File: src/rtl/pick_sched_if.sv
// -----------------------------------------------------------------------------
// pick_sched_if
// Bundles the scheduler's request/command handshake and status signals.
//   req        : one request line per pick code (1<<W bits)
//   out_ready  : downstream accepts the offered pick this cycle
//   pick       : registered winning code
//   pick_valid : pick is being offered
//   grant_cnt  : saturating count of accepted picks
//   idle       : scheduler is in its IDLE state
// Modports: master = scheduler side, slave = requester/consumer side.
// -----------------------------------------------------------------------------
interface pick_sched_if #(
   parameter int W  = 3,
   parameter int CW = 16
);
   logic [(1<<W)-1:0] req;
   logic              out_ready;
   logic [W-1:0]      pick;
   logic              pick_valid;
   logic [CW-1:0]     grant_cnt;
   logic              idle;

   modport master (
      input  req,
      input  out_ready,
      output pick,
      output pick_valid,
      output grant_cnt,
      output idle
   );

   modport slave (
      output req,
      output out_ready,
      input  pick,
      input  pick_valid,
      input  grant_cnt,
      input  idle
   );
endinterface

File: src/rtl/pick_sched.sv
// -----------------------------------------------------------------------------
// pick_sched
// Round-robin scheduler producing a registered W-bit pick command under a
// valid/ready handshake, with a saturating count of accepted picks.
// Ports:
//   clk : rising-edge clock
//   rst : asynchronous active-high reset
//   bus : pick_sched_if.master (req, out_ready in; pick, pick_valid,
//         grant_cnt, idle out)
// Build option: define PICK_SCHED_LFSR_EN to issue pseudo-random picks from
// an 8-bit Fibonacci LFSR (x^8+x^6+x^5+x^4+1, seed 8'h01) whenever no request
// is pending. Without it, an empty request vector leaves the block in IDLE.
// -----------------------------------------------------------------------------
module pick_sched #(
   parameter int W  = 3,
   parameter int CW = 16
) (
   input  logic         clk,
   input  logic         rst,
   pick_sched_if.master bus
);
   localparam int N = 1 << W;

   typedef enum logic [0:0] {
      ST_IDLE  = 1'b0,
      ST_OFFER = 1'b1
   } state_t;

   state_t        state_q, state_d;
   logic [W-1:0]  ptr_q, ptr_d;
   logic [W-1:0]  pick_q, pick_d;
   logic [CW-1:0] cnt_q, cnt_d;
   logic [W-1:0]  ptr_inc_s;
   logic [W:0]    win_idle_s;
   logic [W:0]    win_acc_s;
   logic          pick_valid_s;
   logic          idle_s;
`ifdef PICK_SCHED_LFSR_EN
   logic [7:0]    lfsr_q, lfsr_d;
`endif

   // Returns {found, index}: first set bit of r searching base, base+1, ...
   // with wrap. Scanning downwards lets the lowest offset win.
   function automatic logic [W:0] rr_win(input logic [N-1:0] r, input logic [W-1:0] base);
      logic [W:0]   res;
      logic [W-1:0] idx;
      res = {(W+1){1'b0}};
      for (int i = N - 1; i >= 0; i--) begin
         idx = base + i[W-1:0];
         if (r[idx]) begin
            res = {1'b1, idx};
         end else begin
            res = res;
         end
      end
      return res;
   endfunction

   // Saturating increment of the accept counter.
   function automatic logic [CW-1:0] sat_inc(input logic [CW-1:0] c);
      return (c == {CW{1'b1}}) ? c : c + {{(CW-1){1'b0}}, 1'b1};
   endfunction

`ifdef PICK_SCHED_LFSR_EN
   // One left shift of the Fibonacci LFSR; taps 8,6,5,4 feed bit 0.
   function automatic logic [7:0] lfsr_next(input logic [7:0] l);
      return {l[6:0], l[7] ^ l[5] ^ l[4] ^ l[3]};
   endfunction
`endif

   // FSM state register.
   always_ff @(posedge clk or posedge rst) begin
      if (rst) begin
         state_q <= ST_IDLE;
      end else begin
         state_q <= state_d;
      end
   end

   // Datapath registers: pointer, offered pick, counter (and LFSR).
   always_ff @(posedge clk or posedge rst) begin
      if (rst) begin
         ptr_q  <= {W{1'b0}};
         pick_q <= {W{1'b0}};
         cnt_q  <= {CW{1'b0}};
`ifdef PICK_SCHED_LFSR_EN
         lfsr_q <= 8'h01;
`endif
      end else begin
         ptr_q  <= ptr_d;
         pick_q <= pick_d;
         cnt_q  <= cnt_d;
`ifdef PICK_SCHED_LFSR_EN
         lfsr_q <= lfsr_d;
`endif
      end
   end

   // Next-state and datapath update. An accept arbitrates with the already
   // advanced pointer (pick+1) so back-to-back issue stays fair.
   always_comb begin
      state_d    = state_q;
      ptr_d      = ptr_q;
      pick_d     = pick_q;
      cnt_d      = cnt_q;
`ifdef PICK_SCHED_LFSR_EN
      lfsr_d     = lfsr_q;
`endif
      ptr_inc_s  = pick_q + {{(W-1){1'b0}}, 1'b1};
      win_idle_s = rr_win(bus.req, ptr_q);
      win_acc_s  = rr_win(bus.req, ptr_inc_s);
      case (state_q)
         ST_IDLE: begin
            if (win_idle_s[W]) begin
               pick_d  = win_idle_s[W-1:0];
               state_d = ST_OFFER;
            end else begin
`ifdef PICK_SCHED_LFSR_EN
               pick_d  = lfsr_q[W-1:0];
               lfsr_d  = lfsr_next(lfsr_q);
               state_d = ST_OFFER;
`else
               state_d = ST_IDLE;
`endif
            end
         end
         ST_OFFER: begin
            if (bus.out_ready) begin
               ptr_d = ptr_inc_s;
               cnt_d = sat_inc(cnt_q);
               if (win_acc_s[W]) begin
                  pick_d  = win_acc_s[W-1:0];
                  state_d = ST_OFFER;
               end else begin
`ifdef PICK_SCHED_LFSR_EN
                  pick_d  = lfsr_q[W-1:0];
                  lfsr_d  = lfsr_next(lfsr_q);
                  state_d = ST_OFFER;
`else
                  state_d = ST_IDLE;
`endif
               end
            end else begin
               // Offer is held: never withdrawn or replaced while stalled.
               state_d = ST_OFFER;
            end
         end
         default: begin
            state_d = ST_IDLE;
         end
      endcase
   end

   // Output decode from the state register only.
   always_comb begin
      pick_valid_s = 1'b0;
      idle_s       = 1'b1;
      case (state_q)
         ST_IDLE: begin
            pick_valid_s = 1'b0;
            idle_s       = 1'b1;
         end
         ST_OFFER: begin
            pick_valid_s = 1'b1;
            idle_s       = 1'b0;
         end
         default: begin
            pick_valid_s = 1'b0;
            idle_s       = 1'b1;
         end
      endcase
   end

   assign bus.pick       = pick_q;
   assign bus.pick_valid = pick_valid_s;
   assign bus.grant_cnt  = cnt_q;
   assign bus.idle       = idle_s;

endmodule

File: src/flat_wrapper.sv
// flat-port wrapper written by rule: the top's interface ports become plain ports
module pick_sched_flat 
#(
   parameter int W  = 3,
   parameter int CW = 16
)
  (clk, rst, bus_req, bus_out_ready, bus_pick, bus_pick_valid, bus_grant_cnt, bus_idle);
  pick_sched_if #(.W(W), .CW(CW)) bus_i ();
  input  logic clk;
  input  logic rst;
  input wire logic [$bits(bus_i.req)-1:0] bus_req;
  input wire logic [$bits(bus_i.out_ready)-1:0] bus_out_ready;
  output wire logic [$bits(bus_i.pick)-1:0] bus_pick;
  output wire logic [$bits(bus_i.pick_valid)-1:0] bus_pick_valid;
  output wire logic [$bits(bus_i.grant_cnt)-1:0] bus_grant_cnt;
  output wire logic [$bits(bus_i.idle)-1:0] bus_idle;
  assign bus_i.req = bus_req;
  assign bus_i.out_ready = bus_out_ready;
  assign bus_pick = bus_i.pick;
  assign bus_pick_valid = bus_i.pick_valid;
  assign bus_grant_cnt = bus_i.grant_cnt;
  assign bus_idle = bus_i.idle;
  pick_sched #(.W(W), .CW(CW)) u_core (.clk(clk), .rst(rst), .bus(bus_i));
endmodule
File: config.mk
export PLATFORM = sky130hd
export DESIGN_NAME = pick_sched_flat
export DESIGN_NICKNAME = d
export VERILOG_FILES = /design/src/rtl/pick_sched_if.sv /design/src/rtl/pick_sched.sv /design/src/flat_wrapper.sv
export SDC_FILE = /design/constraint.sdc
export NUM_CORES = 1
export LEC_CHECK = 0
export ABC_AREA = 0
export BUFFER_PORTS_ARGS = -buffer_cell sky130_fd_sc_hd__buf_2
export CORE_MARGIN = 5
export CORE_UTILIZATION = 40
export CTS_BUF_LIST = sky130_fd_sc_hd__clkbuf_8
export DETAILED_ROUTE_END_ITERATION = 6
export GPL_ROUTABILITY_DRIVEN = 0
export HOLD_SLACK_MARGIN = 0.1
export PLACE_DENSITY = 0.63
export SLEW_MARGIN = 20
export SYNTH_ARGS = -nofsm -noshare
export SYNTH_HDL_FRONTEND = slang
export SYNTH_SLANG_ARGS = --single-unit
File: constraint.sdc
create_clock -name clk -period 5.12 [get_ports clk]
set_clock_uncertainty 0.2 [all_clocks]
set_input_delay 0.256 -clock clk [delete_from_list [all_inputs] [get_ports clk]]
set_output_delay 0.256 -clock clk [all_outputs]
set_load 0.02 [all_outputs]
==> results.cfg <==
[yosys]
yosys_warnings = 0
ys_ff_latch = 23
synth_area_leaders = dfrtp_1, mux4_2, mux2i_1
synth-simple-area-share_pct = 20.6
synthFlopType = dfrtp_1
synthCells = 289
synth_compound_area_share_pct = 14.1
synth.most_common_cell = nand2_1
synth_edf_count = 0
synth_fa_ha_area_share_pct = 2.36
synth_area_mm2 = 0.00266
synth_top_area_share_pct = 21.7
postSynthAreaPerCell_um2 = 9.19
synth_cell_types = 54
syn-num-nets = 305
synth.area.mux_share_pct = 26.9
async_reset_ff_share_pct = 100
synth-xor-area-share_pct = 9.00
synth_top_area_cell = dfrtp_1
yosys-top-cells-count = nand2_1, dfrtp_1, mux2i_1
yosysSeqAreaShare_pct = 21.7
synth_top_family_by_area = multiplexers

[die]
core_mm2 = 0.00639
die_w_um = 91.5
start_util_pct = 41.6
io_pins = 32
die_h_um = 91.5
dieArea_mm2 = 0.00837
fp-row-count = 29

[drt]
vias = 2381
dr.pass1.iters = 4
ant_nets = 0
drc = 0
viasPerCell = 6.22
wire_per_inst_um = 17.2
drt_iter0_drc = 153
totalWireLength_mm = 6.60

[setup_path]
crit_slowest_cell = dfrtp_1
startpoint_type = flop
cp_slowest_stage_delay_ps = 750
arrival_ps = 3890
crit_fanout = 15
worstSetupEndpointType = flop
critical-path-top-delay-family = multiplexers
path_cells = clkinv_1 > ha_1 > mux4_2 > mux2i_1 > a31oi_1 > o2111ai_1 > or4b_2 > o311ai_2
crit_buf_inv = 1
crit_type = flop to flop
required_ps = 5090

[grt]
grt.total_usage_pct = 15.5
grt_max_degree = 25
grt_busiest_layer = met2
use_met3_pct = 1.57
use_met2_pct = 23.7
grt-ovfl-total = 0
antenna_found_initial = 0
grt_pass1_vias = 2251
use_met1_pct = 23.1
grt_pass1_wl_mm = 11.1

[pwr]
cellPowerDensity_mw_per_mm2 = 776
vdd_drop_max_mv = 0.338
p_leak_nw = 1.20

[flow_run]
cap_violations = 0

[status]
status = finished clean

[timing]
setup_tns_ps = 0
timing.fmax_mhz = 255
period_share_pct = 76.6
finalHoldViolations = 0
drv_slew = 0
setup_slack_ps = 1200
rsz0062_at_grt = no
setup_viol_count_final = 0
worstMarginPinSlew_ps = 963
finalCriticalPeriod_ps = 3920
max-slew-margin-rel_pct = 35.8

[clock_network]
numCtsBuffers = 3
cts_sinks = 23
cts_resized = 0
worstSkewPairLatency_ps = 260
root_buffer = clkbuf_8
clk_pin_slew_ps = 90
h-tree-depth = 1
cts_tree = yes
cts_buffer_depth = 2

[layout]
fill_cells = 607
nets = 323
regArea_um2 = 576
syn2layout_area_growth_pct = 8.67
drive_gt1_share_pct = 20.6
diodes = 0
fin_cells = 383
multi_input_comb_area_mm2 = 0.00194

[place]
hpwlAfterDp_mm = 4.84
port_buffers = 31
pre_cts_ws_ps = 1190
dp_cells = 377

[min_path]
hp-class = flop to flop
-- area by class of cell --
type	count	area share, %
timing repair buffer	35	6.59
tap	77	3.34
clock buffer	3	1.43
clock inverter	1	0.260
sequential	23	19.9
multi-input combinational	234	67.1
inverter	10	1.30
-- layout by cell type, fill, tap and decap left out, types with 2 or more instances in the layout --
cell and n:
nand4_1 8, inv_1 9, mux2i_1 21, xor2_1 8, buf_2 31, nor2_1 17, a311oi_1 2, nor2b_1 3
a2111oi_0 2, nand2b_1 4, or4_1 3, xnor2_1 14, nand3_1 16, nand4b_1 2, dfrtp_1 23, a21oi_1 13
o211ai_1 4, and4_1 3, a211oi_1 2, nor3_1 5, buf_4 2, ha_1 5, mux4_2 17, mux2_2 6
nor4_1 6, dlygate4sd3_1 2, nand2_1 24, and3_1 2, a31oi_1 6, o2111ai_1 4, mux4_1 2, clkbuf_8 3
and2_1 6, o21ai_0 10
-- state kept, by name, indices dropped and copies added (netlist names) --
| register | flops |
|---|---|
| u_core.bus.grant_cnt | 16 |
| u_core.ptr_q | 3 |
| u_core.state_q | 1 |
| u_core.bus.pick | 3 |
-- worst reg2reg max path, stage by stage (launching register included) --
cell and delay (ps):
dfrtp_1 750, clkinv_1 380, ha_1 690, mux4_2 440, mux2i_1 330, a31oi_1 130, o2111ai_1 180, or4b_2 620
o311ai_2 100
-- cell families after synthesis --
kind of cell / Yosys count
flops: 23
simple gates: 104
xor+xnor: 24
mux: 46
buf+inv: 32
fa+ha+maj: 5
compound gates: 55
-- where the power goes --
part | switching, mW | total (mW) | internal (mW)
Sequential | 0.0950 | 0.326 | 0.231
Combinational | 1.01 | 1.80 | 0.793
Clock | 0.0596 | 0.115 | 0.0550
Total | 1.16 | 2.24 | 1.08
-- metal layers --
metal	up-vias	share of wire, %
met3	8	5.5
li1	1143	-
met5	-	0
met4	0	1.1
met1	1142	48
met2	88	46
-- final timing paths --
check	slack, ps	depth (start not counted)	from	endpoint
worst min-delay path	300	1	u_core.bus.grant_cnt[14]	u_core.bus.grant_cnt[14]
worst max-delay path	1200	8	u_core.ptr_q[0]	u_core.bus.pick[1]
worst min register to register	300	1	u_core.bus.grant_cnt[14]	u_core.bus.grant_cnt[14]
min in group asynchronous	500	3	rst	u_core.bus.grant_cnt[2]
max in group asynchronous	3690	3	rst	u_core.bus.grant_cnt[12]
worst max register to register	1200	8	u_core.ptr_q[0]	u_core.bus.pick[1]
-- per-stage QoR --
step / util (%) / power (mW) / cell area (µm²) / hold slack [ps]
6_report: 45.2 / 2.24 / 2890 / 296
5_1_grt: 45.2 / 2.43 / 2890 / 304
4_1_cts: 45.2 / 2.22 / 2890 / 297
3_5_place_dp: 44.1 / 2.10 / 2820 / 273
3_3_place_gp: 44.1 / 2.09 / 2820 / 271
2_1_floorplan: - / 1.77 / 2660 / 57.9
-- what timing repair did --
item,in CTS,in global routing
hold endpoints to repair,24,0
buffers inserted,0,0
hold buffers,2,0
No activity file was read; power rests on OpenSTA's default activity.
